[src/rtl/countdown_alarm.sv]
// countdown_alarm: watches the countdown timer's time outputs. When the count
// steps naturally from 00:00:01 to 00:00:00 it sounds a burst-cadence buzzer.
// The alarm stops when ack is pressed or when the auto-silence timeout expires.
// After that, the expired status is held until a nonzero time is loaded again.
module countdown_alarm #(
    parameter int BEEP_ON_TICKS   = 10_000_000,
    parameter int BEEP_OFF_TICKS  = 10_000_000,
    parameter int BEEPS_PER_BURST = 4,
    parameter int GAP_TICKS       = 25_000_000,
    parameter int SEC_TICKS       = 50_000_000,
    parameter int TIMEOUT_S       = 60
) (
    input  logic       clk,
    input  logic       reset,
    input  logic [7:0] secs,
    input  logic [7:0] mins,
    input  logic [7:0] hours,
    input  logic       ack,
    output logic       buzzer,
    output logic       alarm_active,
    output logic       expired,
    output logic       timed_out
);

    localparam int MAX_ON_OFF = (BEEP_ON_TICKS > BEEP_OFF_TICKS) ? BEEP_ON_TICKS : BEEP_OFF_TICKS;
    localparam int MAX_TICKS  = (MAX_ON_OFF > GAP_TICKS) ? MAX_ON_OFF : GAP_TICKS;
    localparam int TW = $clog2(MAX_TICKS + 1);
    localparam int BW = $clog2(BEEPS_PER_BURST + 1);
    localparam int PW = $clog2(SEC_TICKS + 1);
    localparam int SW = $clog2(TIMEOUT_S + 1);

    typedef enum logic [2:0] {IDLE, ARMED, BEEP_ON, BEEP_OFF, GAP, DONE} state_t;

    state_t        state;
    logic [23:0]   cur_time;
    logic [23:0]   prev_time;
    logic          ack_prev;
    logic [TW-1:0] tick;
    logic [BW-1:0] beep;
    logic [PW-1:0] presc;
    logic [SW-1:0] sec_cnt;
    logic          timeout_flag;

    logic zero, trigger, ack_edge, sec_wrap, timeout;

    assign cur_time = {hours, mins, secs};
    assign zero     = (cur_time == 24'd0);
    // Only a natural 1 -> 0 step fires the alarm. A clear or a wrap to zero does not.
    assign trigger  = zero && (prev_time == 24'h00_00_01);
    assign ack_edge = ack && !ack_prev;
    assign sec_wrap = (presc == PW'(SEC_TICKS - 1));
    assign timeout  = sec_wrap && (sec_cnt == SW'(TIMEOUT_S - 1));

    // Outputs are decoded from registered state only, so no input reaches an output combinationally.
    assign buzzer       = (state == BEEP_ON);
    assign alarm_active = (state == BEEP_ON) || (state == BEEP_OFF) || (state == GAP);
    assign expired      = (state == DONE);
    assign timed_out    = (state == DONE) && timeout_flag;

    // Main FSM: expiry detection, beep cadence, and the timeout prescaler.
    always_ff @(posedge clk) begin
        if (reset) begin
            state        <= IDLE;
            prev_time    <= '0;
            ack_prev     <= 1'b1;   // a button held through reset must not count as an edge
            tick         <= '0;
            beep         <= '0;
            presc        <= '0;
            sec_cnt      <= '0;
            timeout_flag <= 1'b0;
        end else begin
            prev_time <= cur_time;
            ack_prev  <= ack;
            case (state)
                IDLE: begin
                    if (!zero) state <= ARMED;
                end
                ARMED: begin
                    if (trigger) begin
                        state   <= BEEP_ON;
                        tick    <= '0;
                        beep    <= '0;
                        presc   <= '0;
                        sec_cnt <= '0;
                    end else if (zero) begin
                        state <= IDLE;
                    end
                end
                BEEP_ON, BEEP_OFF, GAP: begin
                    if (!zero) begin
                        // A new time was loaded: go silent and re-arm.
                        state <= ARMED;
                    end else if (ack_edge) begin
                        // ack takes priority over a timeout in the same cycle.
                        state        <= DONE;
                        timeout_flag <= 1'b0;
                    end else if (timeout) begin
                        state        <= DONE;
                        timeout_flag <= 1'b1;
                    end else begin
                        if (sec_wrap) begin
                            presc   <= '0;
                            sec_cnt <= sec_cnt + 1'b1;
                        end else begin
                            presc <= presc + 1'b1;
                        end
                        if (state == BEEP_ON) begin
                            if (tick == TW'(BEEP_ON_TICKS - 1)) begin
                                state <= BEEP_OFF;
                                beep  <= beep + 1'b1;
                                tick  <= '0;
                            end else begin
                                tick <= tick + 1'b1;
                            end
                        end else if (state == BEEP_OFF) begin
                            if (tick == TW'(BEEP_OFF_TICKS - 1)) begin
                                state <= (beep == BW'(BEEPS_PER_BURST)) ? GAP : BEEP_ON;
                                tick  <= '0;
                            end else begin
                                tick <= tick + 1'b1;
                            end
                        end else begin
                            if (tick == TW'(GAP_TICKS - 1)) begin
                                state <= BEEP_ON;
                                beep  <= '0;
                                tick  <= '0;
                            end else begin
                                tick <= tick + 1'b1;
                            end
                        end
                    end
                end
                DONE: begin
                    if (!zero) begin
                        state        <= ARMED;
                        timeout_flag <= 1'b0;
                    end
                end
                default: state <= IDLE;
            endcase
        end
    end

endmodule

[config.mk]
export PLATFORM = sky130hd
export DESIGN_NAME = countdown_alarm
export DESIGN_NICKNAME = d
export VERILOG_FILES = /design/src/rtl/countdown_alarm.sv
export SDC_FILE = /design/constraint.sdc
export NUM_CORES = 1
export LEC_CHECK = 0
export CAP_MARGIN = 20
export CORE_MARGIN = 4
export CORE_UTILIZATION = 60
export DETAILED_ROUTE_END_ITERATION = 12
export HOLD_SLACK_MARGIN = 0.03
export PLACE_DENSITY = 0.9
export SLEW_MARGIN = 20
export SYNTH_ARGS = -nofsm -noshare
export SYNTH_HDL_FRONTEND = slang
export SYNTH_SLANG_ARGS = --single-unit
[constraint.sdc]
create_clock -name clk -period 5.8 [get_ports clk]
set_clock_uncertainty 0.2 [all_clocks]
set_input_delay 0.87 -clock clk [delete_from_list [all_inputs] [get_ports clk]]
set_output_delay 0.87 -clock clk [all_outputs]
set_load 0.03 [all_outputs]
-- Word level (Yosys, flattened, before mapping)
Index checks and enable logic that the tools add are counted.
- register bits after elaboration: 89
- output and inout bits: 4
- logic and storage cells: 104
- add/sub/neg operators: 4
- equality and inequality tests: 26
- multiplexer cells: 48
- reductions and logical operators: 18
- operator list (cell ; number):
    two-way mux 25 bit ; 8
    two-way mux 26 bit ; 5
    two-way mux 3 bit ; 20
    case mux 26 bit (2 select lines) ; 1
    case mux 25 bit (2 select lines) ; 1
    two-way mux 6 bit ; 5
    adder 26 x 1 -> 26 bit (second input constant) ; 1
    equality test 26 bit (second input constant) ; 1
    adder 25 x 1 -> 25 bit (second input constant) ; 1
    equality test 25 x 24 -> 1 bit (second input constant) ; 1
    equality test 25 bit (second input constant) ; 1
    equality test 24 x 1 -> 1 bit (second input constant) ; 1
    zero test 24 bit ; 1
    != test 3 bit (second input constant) ; 5
    != test 2 bit (second input constant) ; 7
    != test 6 bit (second input constant) ; 2
    case mux 6 bit (2 select lines) ; 1
    AND reduction 5 bit ; 2
    equality test 3 bit (second input constant) ; 3
    case mux 3 bit (3 select lines) ; 1
    AND reduction 8 bit ; 1
    != test 7 bit (second input constant) ; 1
    adder 6 x 1 -> 6 bit (second input constant) ; 1
    equality test 3 x 2 -> 1 bit (second input constant) ; 2
    15 further kinds ; 23

-- Logic depth before layout (Yosys ltp)
- depth in word-level cells: 9
- mapped depth: 12

-- Least setup slack after synthesis
No wires, ideal clock.
- kind: input -> register
- start: in mins[4]
- end: reg presc[17]
- setup time: 0.117 ns
- arrival: 2.776 ns
- data required time: 5.483 ns
- slack: 2.707 ns
- cell stages on the path: 10
- path buffers: 3
- cell sequence: nor4_1 -> nand4_1 -> or4_4 -> o32a_1 -> buf_2 -> nor2_1 -> or2_1 -> buf_2 -> buf_2 -> nor2_1
- word-level cells in the longest chain between the ends: 4
- elaborated cells on any way between the ends: 5
- classes of those cells: eq/ne (2); reduce/logical (3)
- ends and longest elaborated chain (element ; line ; source):
    start: declaration ; 16 ; input logic [7:0] mins,
    zero test 24 bit * ; 47 ; assign zero = (cur_time == 24'd0);
    logical AND 1 bit ; 49 ; assign trigger = zero && (prev_time == 24'h00_00_01);
    != test 2 bit (no line) ; -- ;
    AND reduction 5 bit (no line) * ; -- ;
    end signal: assignment ; 105 ; presc <= presc + 1'b1;
    end: declaration ; 40 ; logic [PW-1:0] presc;
Every way passes the cells marked *; elsewhere a longest branch is shown, timed or not.
A chain may end at the register's enable or synchronous reset.

-- Worst setup path in the final report
- start: in secs[1]
- end: reg tick[0]
- word-level cells in the longest chain between the ends: 4
- elaborated cells on any way between the ends: 5
- classes of those cells: eq/ne (2); reduce/logical (3)
- ends and longest elaborated chain (element ; line ; source):
    start: declaration ; 15 ; input logic [7:0] secs,
    zero test 24 bit * ; 47 ;
    logical AND 1 bit ; 49 ;
    != test 2 bit (no line) ; -- ;
    AND reduction 5 bit (no line) * ; -- ;
    end signal: assignment ; 113 ; tick <= tick + 1'b1;
    end signal: assignment ; 120 ; tick <= tick + 1'b1;
    end signal: assignment ; 128 ; tick <= tick + 1'b1;
    end: declaration ; 38 ; logic [TW-1:0] tick;
Marked as above.

==> results_dict.tcl <==
set metrics [dict create \
    final.period_utilization_pct 65.32 \
    cts_sinks 89 \
    fmax_mhz 264.0 \
    p_seq_share_pct 55.0 \
    fillCellCount 536 \
    crit_chain "clkdlybuf4s50_1, nor4_1, nand4_1, or2_1, o32ai_4, buf_4, a21o_1, nor2_1" \
    start_util_pct 63.33 \
    synth_edf_count 0 \
    grt-ovfl-total 0 \
    setup_tns_ns 0 \
    cts_buffers 9 \
    diodes 0 \
    p_comb_share_pct 4.7 \
    rsz0062_at_grt "false" \
    drc 0 \
    yosysWarnings 0 \
    synth_common_cells "dfxtp_1, nor2_1, nand2_1" \
    dp.cells 628 \
    cts_resized 0 \
    p_clk_share_pct 40.3 \
    endpoint "tick[0]" \
    cellLeakagePower_nw 1.572 \
    synth.area.top_cells "dfxtp_1, nor2_1, nor2b_1" \
    ys_ff_latch 89 \
    slew_viol_final 0 \
    drive_gt1_share_pct 6.752 \
    crit_fanout 23 \
    p_switching_uw 247.1 \
    seq_area_frac_synth_pct 40.51 \
    setup_violations 0 \
    peakVddDrop_mv 0.1670 \
    relSlewSlack_pct 48.66 \
    htree_num_levels 3 \
    drt-initial-drc-count 400 \
    max_cap_violations 0 \
    synth_area_um2 4398 \
    drt_first_pass_iters 8 \
    reg2reg_slack_ns 2.38 \
    seqCellArea_um2 1782 \
    synth_nets 555 \
    nNetsFinal 575 \
    grt_antenna_before_repair 0 \
    crit_type "in -> reg" \
    routed_wl_mm 10.33 \
    post_synth_num_cell_types 60 \
    clock_latency_ns 0.36 \
    finalPower_mw 1.141 \
    synth_top_cell_by_area "dfxtp_1" \
    crit_slowest_cell "a21o_1" \
    reg2reg_from "state[1]" \
    avgRoutedWirePerCell_um 16.03 \
    min_path_type "reg -> reg" \
    p_int_uw 893.5 \
    hold_viol 0 \
    cts-root-buf "clkbuf_8" \
    multi_input_area_um2 2477 \
    cts-hold-fix-buffers 0 \
    final_cells 644 \
    clk_pin_slew_ns 0.09 \
    crit_family "simple AND/OR/NAND/NOR gates" \
    synth_top_cell_area_share_pct 40.51 \
    tritoncts "yes" \
    grt_max_degree 38 \
    status "finished clean" \
    port_buffers 30 \
    die_y_um 93.62 \
    rows 30 \
    die_area_um2 8764 \
    ios 31 \
    syn_avg_cell_area_um2 8.409 \
    grt_pass1_wl_mm 17.51 \
    synth.most_common_cell "dfxtp_1" \
    worstPathRequired_ns 5.82 \
    via_per_inst 6.197 \
    synthCells 523 \
    swShare_pct 21.66 \
    hpwl_mm 7.221 \
    cp-startpoint "secs[1]" \
    min_period_ns 3.789 \
    r2r-end "tick[0]" \
    slowest_delay_ns 0.64 \
    power_density_nw_per_um2 230.8 \
    gp_congestion 0.8542 \
    grtUsageTotal_pct 24.88 \
    crit_arrival_ns 3.80 \
    cts_setup_buffers 0 \
    clock_path_buffers 2 \
    end_kind "flip-flop" \
    grt_pass1_vias 3838 \
    reg2reg_depth 7 \
    vias 3991 \
    coreArea_um2 6944 \
    fp.dieW_um 93.62 \
    path_buf_inv 2 \
    ys.flop_type "dfxtp_1" \
    cp_num_cells 8 \
    final_antenna_net_count 0 \
    tightest_slew_ns 0.7631 \
    area_growth_pct 12.35 \
    ys_async_sr_fraction_pct 0 \
    cp-start-kind "input port" \
]
==> power groups by stage <==
stage | clock [mW] | combinational [mW] | sequential, mW
floorplan | 0 | 0.0293 | 0.638
global placement | 0 | 0.0517 | 0.641
detailed placement | 0 | 0.0525 | 0.641
CTS | 0.463 | 0.0530 | 0.627
global route | 0.491 | 0.0575 | 0.628
finish | 0.460 | 0.0532 | 0.627
==> state kept, by name, summed over array words and instances (netlist names) <==
signal and flops:
ack_prev 1, beep 3, presc 26, prev_time 24, sec_cnt 6, state 3
tick 25, timeout_flag 1
==> logic make-up (layout without fill, tap and decap cells) <==
| family | after synthesis | in the layout | synth area share, % |
|---|---|---|---|
| and+or+nand+nor | 288 | 288 | 36.33 |
| DFF | 89 | 89 | 40.51 |
| AOI/OAI and AO/OA | 71 | 71 | 10.73 |
| xor gates and xnor gates | 36 | 36 | 7.169 |
| buffers and inverters | 31 | 56 | 3.158 |
| adders and majority gates | 5 | 5 | 1.422 |
| muxes | 3 | 3 | 0.6828 |
==> worst min path at each step <==
stage	startpoint	end	slack (ns)	cells after the start
after floorplan	beep[1]	beep[1]	0.25	2
after global placement	beep[1]	beep[1]	0.27	2
after detailed placement	presc[6]	presc[6]	0.28	2
after CTS	presc[6]	presc[6]	0.29	2
after global routing	presc[6]	presc[6]	0.30	2
final	beep[0]	beep[0]	0.29	2
==> worst min-delay path, stage by stage, from the launching register on <==
cell and delay, ns:
dfxtp_1 0.34, nand2_1 0.06, a21oi_1 0.05
==> layout make-up <==
cell class                      count  share of cell area, %
Clock buffer                       12                  2.735
Clock inverter                      4                  1.570
Inverter                            7                 0.5318
Multi-Input combinational cell    403                  50.14
Sequential cell                    89                  36.06
Tap cell                           96                  2.431
Timing Repair Buffer               33                  6.533
==> cells in the final DEF (no fill, tap or decap), types with 4 or more instances in the layout <==
master / instances
and4_1: 5
clkdlybuf4s50_1: 30
a21oi_1: 27
xor2_1: 16
nor4b_1: 4
xnor2_1: 20
nand2_1: 42
a31oi_1: 5
nor4_2: 4
inv_1: 6
clkbuf_8: 9
or4_1: 4
or2_2: 6
nor3_1: 20
nor2b_1: 28
nand3b_1: 9
ha_1: 5
o21ai_0: 17
nor2_1: 61
and3_1: 11
nor4_1: 17
nand4_1: 24
nand3_1: 27
dfxtp_1: 89
and2_1: 4
==> metal layers <==
| layer | up-vias | wire length [µm] | track usage, % |
|---|---|---|---|
| li1 | 1909 | - | - |
| met1 | 1891 | 4291 | 30.89 |
| met2 | 156 | 5023 | 41.27 |
| met3 | 35 | 694 | 5.310 |
| met4 | 0 | 315 | 11.31 |
| met5 | - | 0 | 0 |
==> metrics by stage <==
stage                     instance area (µm²)  util, %  hold slack, ns  setup slack (ns)
after floorplan                          4398        -          0.2485             2.707
after global placement                   4728    68.09          0.2656             1.753
after detailed placement                 4728    68.09          0.2750             1.654
after CTS                                4941    71.15          0.2884             2.023
after global routing                     4941    71.15          0.3036             1.774
final                                    4941    71.15          0.2861             2.011
Power figures use the tool's default switching activity.
